## src/rtl/competition_ctrl.sv

```systemverilog
// Quiz round controller: conditions the host and player buttons and runs the
// idle / armed-countdown / winner / foul / timeout sequence behind the display.
module competition_ctrl #(
    parameter int DB_CYCLES   = 1_000_000,
    parameter int TICK_CYCLES = 100_000_000,
    parameter int BUZZ_CYCLES = 20_000_000
) (
    input  logic       clk,
    input  logic       rst,
    input  logic       start_btn,
    input  logic [7:0] player_btn,
    output logic [2:0] view,
    output logic [3:0] state,
    output logic [7:0] led,
    output logic       buzzer
);

    localparam int DB_W   = $clog2(DB_CYCLES + 1);
    localparam int TICK_W = (TICK_CYCLES > 1) ? $clog2(TICK_CYCLES) : 1;
    localparam int BUZZ_W = (BUZZ_CYCLES > 1) ? $clog2(BUZZ_CYCLES) : 1;

    localparam logic [DB_W-1:0]   DB_LAST   = DB_W'(DB_CYCLES);
    localparam logic [TICK_W-1:0] TICK_LAST = TICK_W'(TICK_CYCLES - 1);
    localparam logic [BUZZ_W-1:0] BUZZ_LOAD = BUZZ_W'(BUZZ_CYCLES - 1);

    // State encoding doubles as the view code, so view comes straight from the register.
    localparam logic [2:0] S_IDLE    = 3'd0;
    localparam logic [2:0] S_WIN     = 3'd1;
    localparam logic [2:0] S_ARMED   = 3'd2;
    localparam logic [2:0] S_FOUL    = 3'd3;
    localparam logic [2:0] S_TIMEOUT = 3'd4;

    logic [8:0]      btnPins;
    logic [8:0]      sync1_q;
    logic [8:0]      sync2_q;
    logic [8:0]      level_q;
    logic [8:0]      levelPrev_q;
    logic [8:0]      press;
    logic [DB_W-1:0] dbCnt_q [9];

    logic [7:0] playerPress;
    logic       startPress;
    logic       anyPlayer;
    logic [2:0] winnerIdx;
    logic [3:0] winnerNum;
    logic [7:0] winnerLed;

    logic [2:0]        fsm_q,     fsm_d;
    logic [3:0]        count_q,   count_d;
    logic [7:0]        led_q,     led_d;
    logic              buzzer_q,  buzzer_d;
    logic [BUZZ_W-1:0] buzzCnt_q, buzzCnt_d;
    logic [TICK_W-1:0] tick_q,    tick_d;

    assign btnPins = {start_btn, player_btn};

    // Debounced level flips only once the counter has already reached DB_CYCLES
    // on a still-mismatching cycle, giving the pin-to-level latency of DB_CYCLES+2.
    always_ff @(posedge clk) begin
        if (!rst) begin
            sync1_q     <= '0;
            sync2_q     <= '0;
            level_q     <= '0;
            levelPrev_q <= '0;
            for (int i = 0; i < 9; i++) begin
                dbCnt_q[i] <= '0;
            end
        end else begin
            sync1_q     <= btnPins;
            sync2_q     <= sync1_q;
            levelPrev_q <= level_q;
            for (int i = 0; i < 9; i++) begin
                if (sync2_q[i] != level_q[i]) begin
                    if (dbCnt_q[i] == DB_LAST) begin
                        level_q[i] <= sync2_q[i];
                        dbCnt_q[i] <= '0;
                    end else begin
                        dbCnt_q[i] <= dbCnt_q[i] + DB_W'(1);
                    end
                end else begin
                    dbCnt_q[i] <= '0;
                end
            end
        end
    end

    assign press       = level_q & ~levelPrev_q;
    assign playerPress = press[7:0];
    assign startPress  = press[8];
    assign anyPlayer   = |playerPress;

    // Scanning downward leaves the lowest pressed index as the winner.
    always_comb begin
        winnerIdx = '0;
        for (int i = 7; i >= 0; i--) begin
            if (playerPress[i]) begin
                winnerIdx = 3'(i);
            end
        end
    end

    assign winnerNum = {1'b0, winnerIdx} + 4'd1;
    assign winnerLed = 8'd1 << winnerIdx;

    always_comb begin
        fsm_d     = fsm_q;
        count_d   = count_q;
        led_d     = led_q;
        buzzer_d  = buzzer_q;
        buzzCnt_d = buzzCnt_q;
        tick_d    = tick_q;
        case (fsm_q)
            S_IDLE: begin
                if (anyPlayer) begin
                    fsm_d     = S_FOUL;
                    count_d   = winnerNum;
                    led_d     = winnerLed;
                    buzzer_d  = 1'b1;
                    buzzCnt_d = BUZZ_LOAD;
                end else if (startPress) begin
                    fsm_d   = S_ARMED;
                    count_d = 4'd9;
                    tick_d  = '0;
                end
            end
            S_ARMED: begin
                if (anyPlayer) begin
                    fsm_d     = S_WIN;
                    count_d   = winnerNum;
                    led_d     = winnerLed;
                    buzzer_d  = 1'b1;
                    buzzCnt_d = BUZZ_LOAD;
                    tick_d    = '0;
                end else if (tick_q == TICK_LAST) begin
                    tick_d = '0;
                    if (count_q != 4'd0) begin
                        count_d = count_q - 4'd1;
                    end else begin
                        fsm_d = S_TIMEOUT;
                    end
                end else begin
                    tick_d = tick_q + TICK_W'(1);
                end
            end
            S_WIN, S_FOUL: begin
                if (startPress) begin
                    fsm_d     = S_IDLE;
                    count_d   = 4'd0;
                    led_d     = 8'd0;
                    buzzer_d  = 1'b0;
                    buzzCnt_d = '0;
                end else if (buzzCnt_q != '0) begin
                    buzzCnt_d = buzzCnt_q - BUZZ_W'(1);
                end else begin
                    buzzer_d = 1'b0;
                end
            end
            S_TIMEOUT: begin
                if (startPress) begin
                    fsm_d = S_IDLE;
                end
            end
            default: begin
                fsm_d     = S_IDLE;
                count_d   = 4'd0;
                led_d     = 8'd0;
                buzzer_d  = 1'b0;
                buzzCnt_d = '0;
                tick_d    = '0;
            end
        endcase
    end

    always_ff @(posedge clk) begin
        if (!rst) begin
            fsm_q     <= S_IDLE;
            count_q   <= 4'd0;
            led_q     <= 8'd0;
            buzzer_q  <= 1'b0;
            buzzCnt_q <= '0;
            tick_q    <= '0;
        end else begin
            fsm_q     <= fsm_d;
            count_q   <= count_d;
            led_q     <= led_d;
            buzzer_q  <= buzzer_d;
            buzzCnt_q <= buzzCnt_d;
            tick_q    <= tick_d;
        end
    end

    assign view   = fsm_q;
    assign state  = count_q;
    assign led    = led_q;
    assign buzzer = buzzer_q;

endmodule

```

## config.mk

```make
export PLATFORM = sky130hd
export DESIGN_NAME = competition_ctrl
export DESIGN_NICKNAME = d
export VERILOG_FILES = /design/src/rtl/competition_ctrl.sv
export SDC_FILE = /design/constraint.sdc
export NUM_CORES = 1
export LEC_CHECK = 0
export CAP_MARGIN = 40
export CORE_MARGIN = 5
export CORE_UTILIZATION = 57
export DETAILED_ROUTE_END_ITERATION = 7
export PLACE_DENSITY = 0.87
export SETUP_SLACK_MARGIN = 0.5
export SLEW_MARGIN = 20
export SYNTH_ARGS = -nofsm -noshare
export SYNTH_HDL_FRONTEND = slang
export SYNTH_SLANG_ARGS = --single-unit
```

## constraint.sdc

```tcl
create_clock -name clk -period 2.27 [get_ports clk]
set_input_delay 0.3405 -clock clk [delete_from_list [all_inputs] [get_ports clk]]
set_output_delay 0.3405 -clock clk [all_outputs]
set_load 0.005 [all_outputs]
```

# Word-level counts from Yosys, hierarchy flattened
# Memories as Yosys holds them, arrays and structs flattened.
# Cells that the tools add are included.
# word_totals
ff_bits	104
n_memories	1
mem_bits_rw	180
word_cells	285
in_bits	11
output_inout_bits	16
# op_classes
eq_ne	34
reduce_logical	22
mux	165
shifts	1
bitwise_logic	31
n_addsub	13
# mem_list
name	words	word_bits	read_ports	rd_ports_with_merged_regs	wr	line	source
dbCnt_q	9	20	9	0	9	39	logic [DB_W-1:0] dbCnt_q [9];
# ops
op	n
$mux 20	27
$add 20x1->20 const B	9
$eq 20x20->1 const B	9
$mux 27	4
$mux 1	103
$pmux 27 s3	1
$mux 25	3
$pmux 25 s3	1
$mux 3	14
$add 27x1->27 const B	1
$eq 27x27->1 const B	1
$or 1x1->1	27
$reduce_bool 25->1	1
$sub 25x1->25 const B	1
$mux 4	6
$pmux 8 s3	1
$ne 3x3->1 const B	6
$reduce_and 2->1	9
$mux 8	2
$pmux 4 s4	1
$reduce_and 3->1	4
$and 9x9->9	1
$ne 1x1->1	9
$not 9->9	1
other kinds (18)	24

# Logic depth before layout (Yosys ltp)
# depth
word_depth	13
ltp_mapped	9
ltp_nobuf	8

# Worst setup path before layout
# No wires, ideal clock.
# synth_timing
path_kind	flip-flop to flip-flop
from	memory dbCnt_q[6][15] in the netlist's numbering
to	memory dbCnt_q[6][11] in the netlist's numbering, data pin
setup_time_ps	266
period_less_slack_ps	2133
required_ps	2004
path_buffers	1
path_stages_with_launch	7
t_arrival_ps	1867
path_slack_ps	137
path_cell_list	edfxtp_1 > or4b_2 > nor4_1 > and4_1 > or3_1 > clkbuf_1 > nor2_1
# synth_rtl
item	line
start: declaration	39

# Worst setup path in the final report
# layout_timing
from	register level_q[8]
to	register buzzCnt_q[21]
# layout_between
elab_chain_cells	3
# layout_lines
item	line	source
start: declaration	36	logic [8:0] level_q;
start signal: indexed assignment	75	level_q[i] <= sync2_q[i];
$and 9x9->9 (*)	87	assign press = level_q & ~levelPrev_q;
$ne 3x3->1 (no source line) or $mux 25 (tied branches)	--	
$reduce_and 3->1 (no source line) or $pmux 25 s3 (tied branches)	--	
end signal: assignment	187	buzzCnt_q <= buzzCnt_d;
end: declaration	52	logic [BUZZ_W-1:0] buzzCnt_q, buzzCnt_d;
# Every way passes the cells marked *; elsewhere a longest branch is shown, timed or not.
# A chain may end at the register's enable or synchronous reset.

==> flow_metrics.tcl <==
set metrics [dict create \
    cellPowerDensity_nw_per_um2 550 \
    final_area_um2 21700 \
    fin_crit_sh_pct 116 \
    die_area_um2 28900 \
    ff_latch_area_um2 7530 \
    cts_buffers 29 \
    cts.reportedPaths.clkPinSlew_ps 80 \
    timing.hold.ws_ps 317 \
    antenna_found_initial 2 \
    die_w_um 170 \
    rsz0062_at_grt "yes" \
    synth_area_um2 14600 \
    hold_depth 3 \
    holdBufCountCts 0 \
    vias 15900 \
    status "finished with violations" \
    yosysSeqAreaShare_pct 51.4 \
    numPortBuffers 26 \
    syn-instance-count 1485 \
    async_flop_share_pct 0 \
    placed_cell_area_um2 16300 \
    drv_cap 0 \
    hold_viol 0 \
    viasPerCell 6.94 \
    core_area_um2 25200 \
    syn2layout_area_growth_pct 49.0 \
    crit_fanout 8 \
    drt_wl_total_mm 67.0 \
    avgRoutedWirePerCell_um 29.3 \
    vdd_drop_max_v 0.000751 \
    cts_tree "yes" \
    start_util_pct 57.9 \
    grt_usage_pct 28.7 \
    fin_nets 1973 \
    drc 133 \
    die_y_um 170 \
    critPathLaunchType "flip-flop" \
    setup.worst_path.class "flip-flop to flip-flop" \
    drv_slew 0 \
    cp.arrival_ps 3140 \
    pin_count 27 \
    post-place-ws_ps 63.7 \
    grt_first_pass_wirelength_mm 68.3 \
    grt_pass1_vias 13700 \
    synth-edff-count 180 \
    synth-seq-cells 284 \
    layout_min_cycle_time_ps 2640 \
    worst_slew_pin_slew_ps 891 \
    nFillCells 753 \
    ys.flop_type "edfxtp_1" \
    first_iter_violations 3267 \
    synth.distinct_cells 66 \
    finClkSkew_ps 26.0 \
    clock_path_buffers 3 \
    max_slew_margin_pct 40.1 \
    drive_above_1_share_pct 36.4 \
    fmax_ghz 0.379 \
    hp-class "input port to flip-flop" \
    fin_util_pct 86.2 \
    r2r_cells 7 \
    cts-htree-levels 1 \
    clk-insertion-delay-late_ps 600 \
    cts-root-buf "clkbuf_16" \
    cp.required_ps 2770 \
    multi_input_area_um2 9690 \
    power.leakage_nw 8.07 \
    setup_viol 9 \
    synth_warnings 0 \
    detailed_place_hpwl_mm 21.4 \
    worst_slack_ps -372 \
    rows 58 \
    violations "design-rule violations, negative setup slack" \
    syn_avg_cell_area_um2 9.81 \
    ant_nets 0 \
    clkSinkCount 284 \
    gr-total-overflow 0 \
    grt_max_degree 30 \
    dr.pass1.iters 8 \
    place_congestion 0.885 \
    crit_path_end_kind "flip-flop" \
]
synth_stat cells, types with 27 or more instances:
library cell / count / area share (%)
nor2_1: 285 / 7.3
edfxtp_1: 180 / 37
xor2_1: 105 / 6.3
dfxtp_1: 104 / 14
nand2_1: 103 / 2.7
nand3_1: 97 / 3.3
xnor2_1: 94 / 5.7
inv_1: 51 / 1.3
nor3_1: 41 / 1.4
nand4_1: 37 / 1.6
and2_1: 35 / 1.5
clkbuf_1: 35 / 0.90
a21oi_1: 32 / 1.1
o21ai_0: 28 / 0.96
and3_1: 27 / 1.2
ha_1: 27 / 2.3
through the flow:
stage	power [W]	cells	setup TNS [ps]
finish	0.0119	2289	-1070
global route	0.0120	2288	-2170
CTS	0.0112	2207	0
detailed placement	0.00628	2022	0
global placement	0.00625	2022	0
floorplan	0.00615	1664	0
sequential cells by signal, indices dropped and copies added (netlist names):
signal / cells
led: 8
level_q: 9
dbCnt_q: 180
sync2_q: 9
tick_q: 27
buzzer: 1
buzzCnt_q: 25
sync1_q: 9
view: 3
levelPrev_q: 9
state: 4
final timing paths:
kind	startpoint	endpoint	slack [ps]
hold reg to reg	sync1_q[4]	sync2_q[4]	450
setup reg to reg	level_q[8]	buzzCnt_q[21]	-370
hold / removal	rst	level_q[6]	320
setup / recovery	level_q[8]	buzzCnt_q[21]	-370
power by group:
part	total, W	switching (W)	internal [W]
sequential	0.00583	0.000203	0.00563
clock	0.00518	0.00241	0.00277
combinational	0.000935	0.000564	0.000372
cell usage in the layout (no fill, tap or decap), drive strengths merged, types with 23 or more instances in the layout:
cell type | Yosys | layout
dfxtp | 104 | 104
nand3 | 97 | 97
buf | 8 | 247
a21oi | 32 | 32
nand4 | 38 | 38
conb | 1 | 180
o21ai | 28 | 28
nor3 | 43 | 43
xor2 | 105 | 105
nor4 | 23 | 23
edfxtp | 180 | 180
and3 | 27 | 27
clkbuf | 36 | 51
nand2 | 104 | 104
and2 | 36 | 37
nor4b | 23 | 23
xnor2 | 94 | 94
inv | 51 | 53
ha | 27 | 27
nor2 | 285 | 285
cells by family (layout without fill, tap and decap cells):
group	Yosys count	in the layout	synth area share [%]
and+or+nand+nor	763	767	26.2
DFF	284	284	51.4
xor gates and xnor gates	199	199	12.0
AOI/OAI and AO/OA	101	101	4.45
buffers and inverters	95	385	2.59
adders and majority gates	27	27	2.32
muxes	15	15	1.04
other	1	181	0.0257
final cells by class:
class	instances	area share (%)
clock buffers	43	4.16
flip-flops and latches	284	34.7
multi-input cells	1289	44.6
inverters	51	0.882
clock inverters	11	0.306
repair buffers	280	13.4
diodes	1	0.0115
well taps	330	1.90
critical path, cell delays in order (launching register included):
cell     delay [ps]
dfxtp_1         370
nor2b_2         220
buf_4           190
nor2_4          320
nand2_1         400
nor4_1          640
o21ai_1         160
a21oi_1         250
per-layer routing:
metal | routed length [um] | vias up | track usage, %
li1 | - | 5968 | -
met4 | 7450 | 2 | 13.5
met3 | 9330 | 765 | 4.00
met2 | 29400 | 1931 | 52.4
met5 | 12 | - | 0
met1 | 20800 | 7211 | 33.3
timing repair:
action / in CTS / in global routing
pin swaps: 113 / 185
setup endpoints to repair: 264 / 256
gates resized for setup: 241 / 396
gates cloned: 19 / 13
setup buffers: 112 / 68
(Power assumes the default switching activity.)
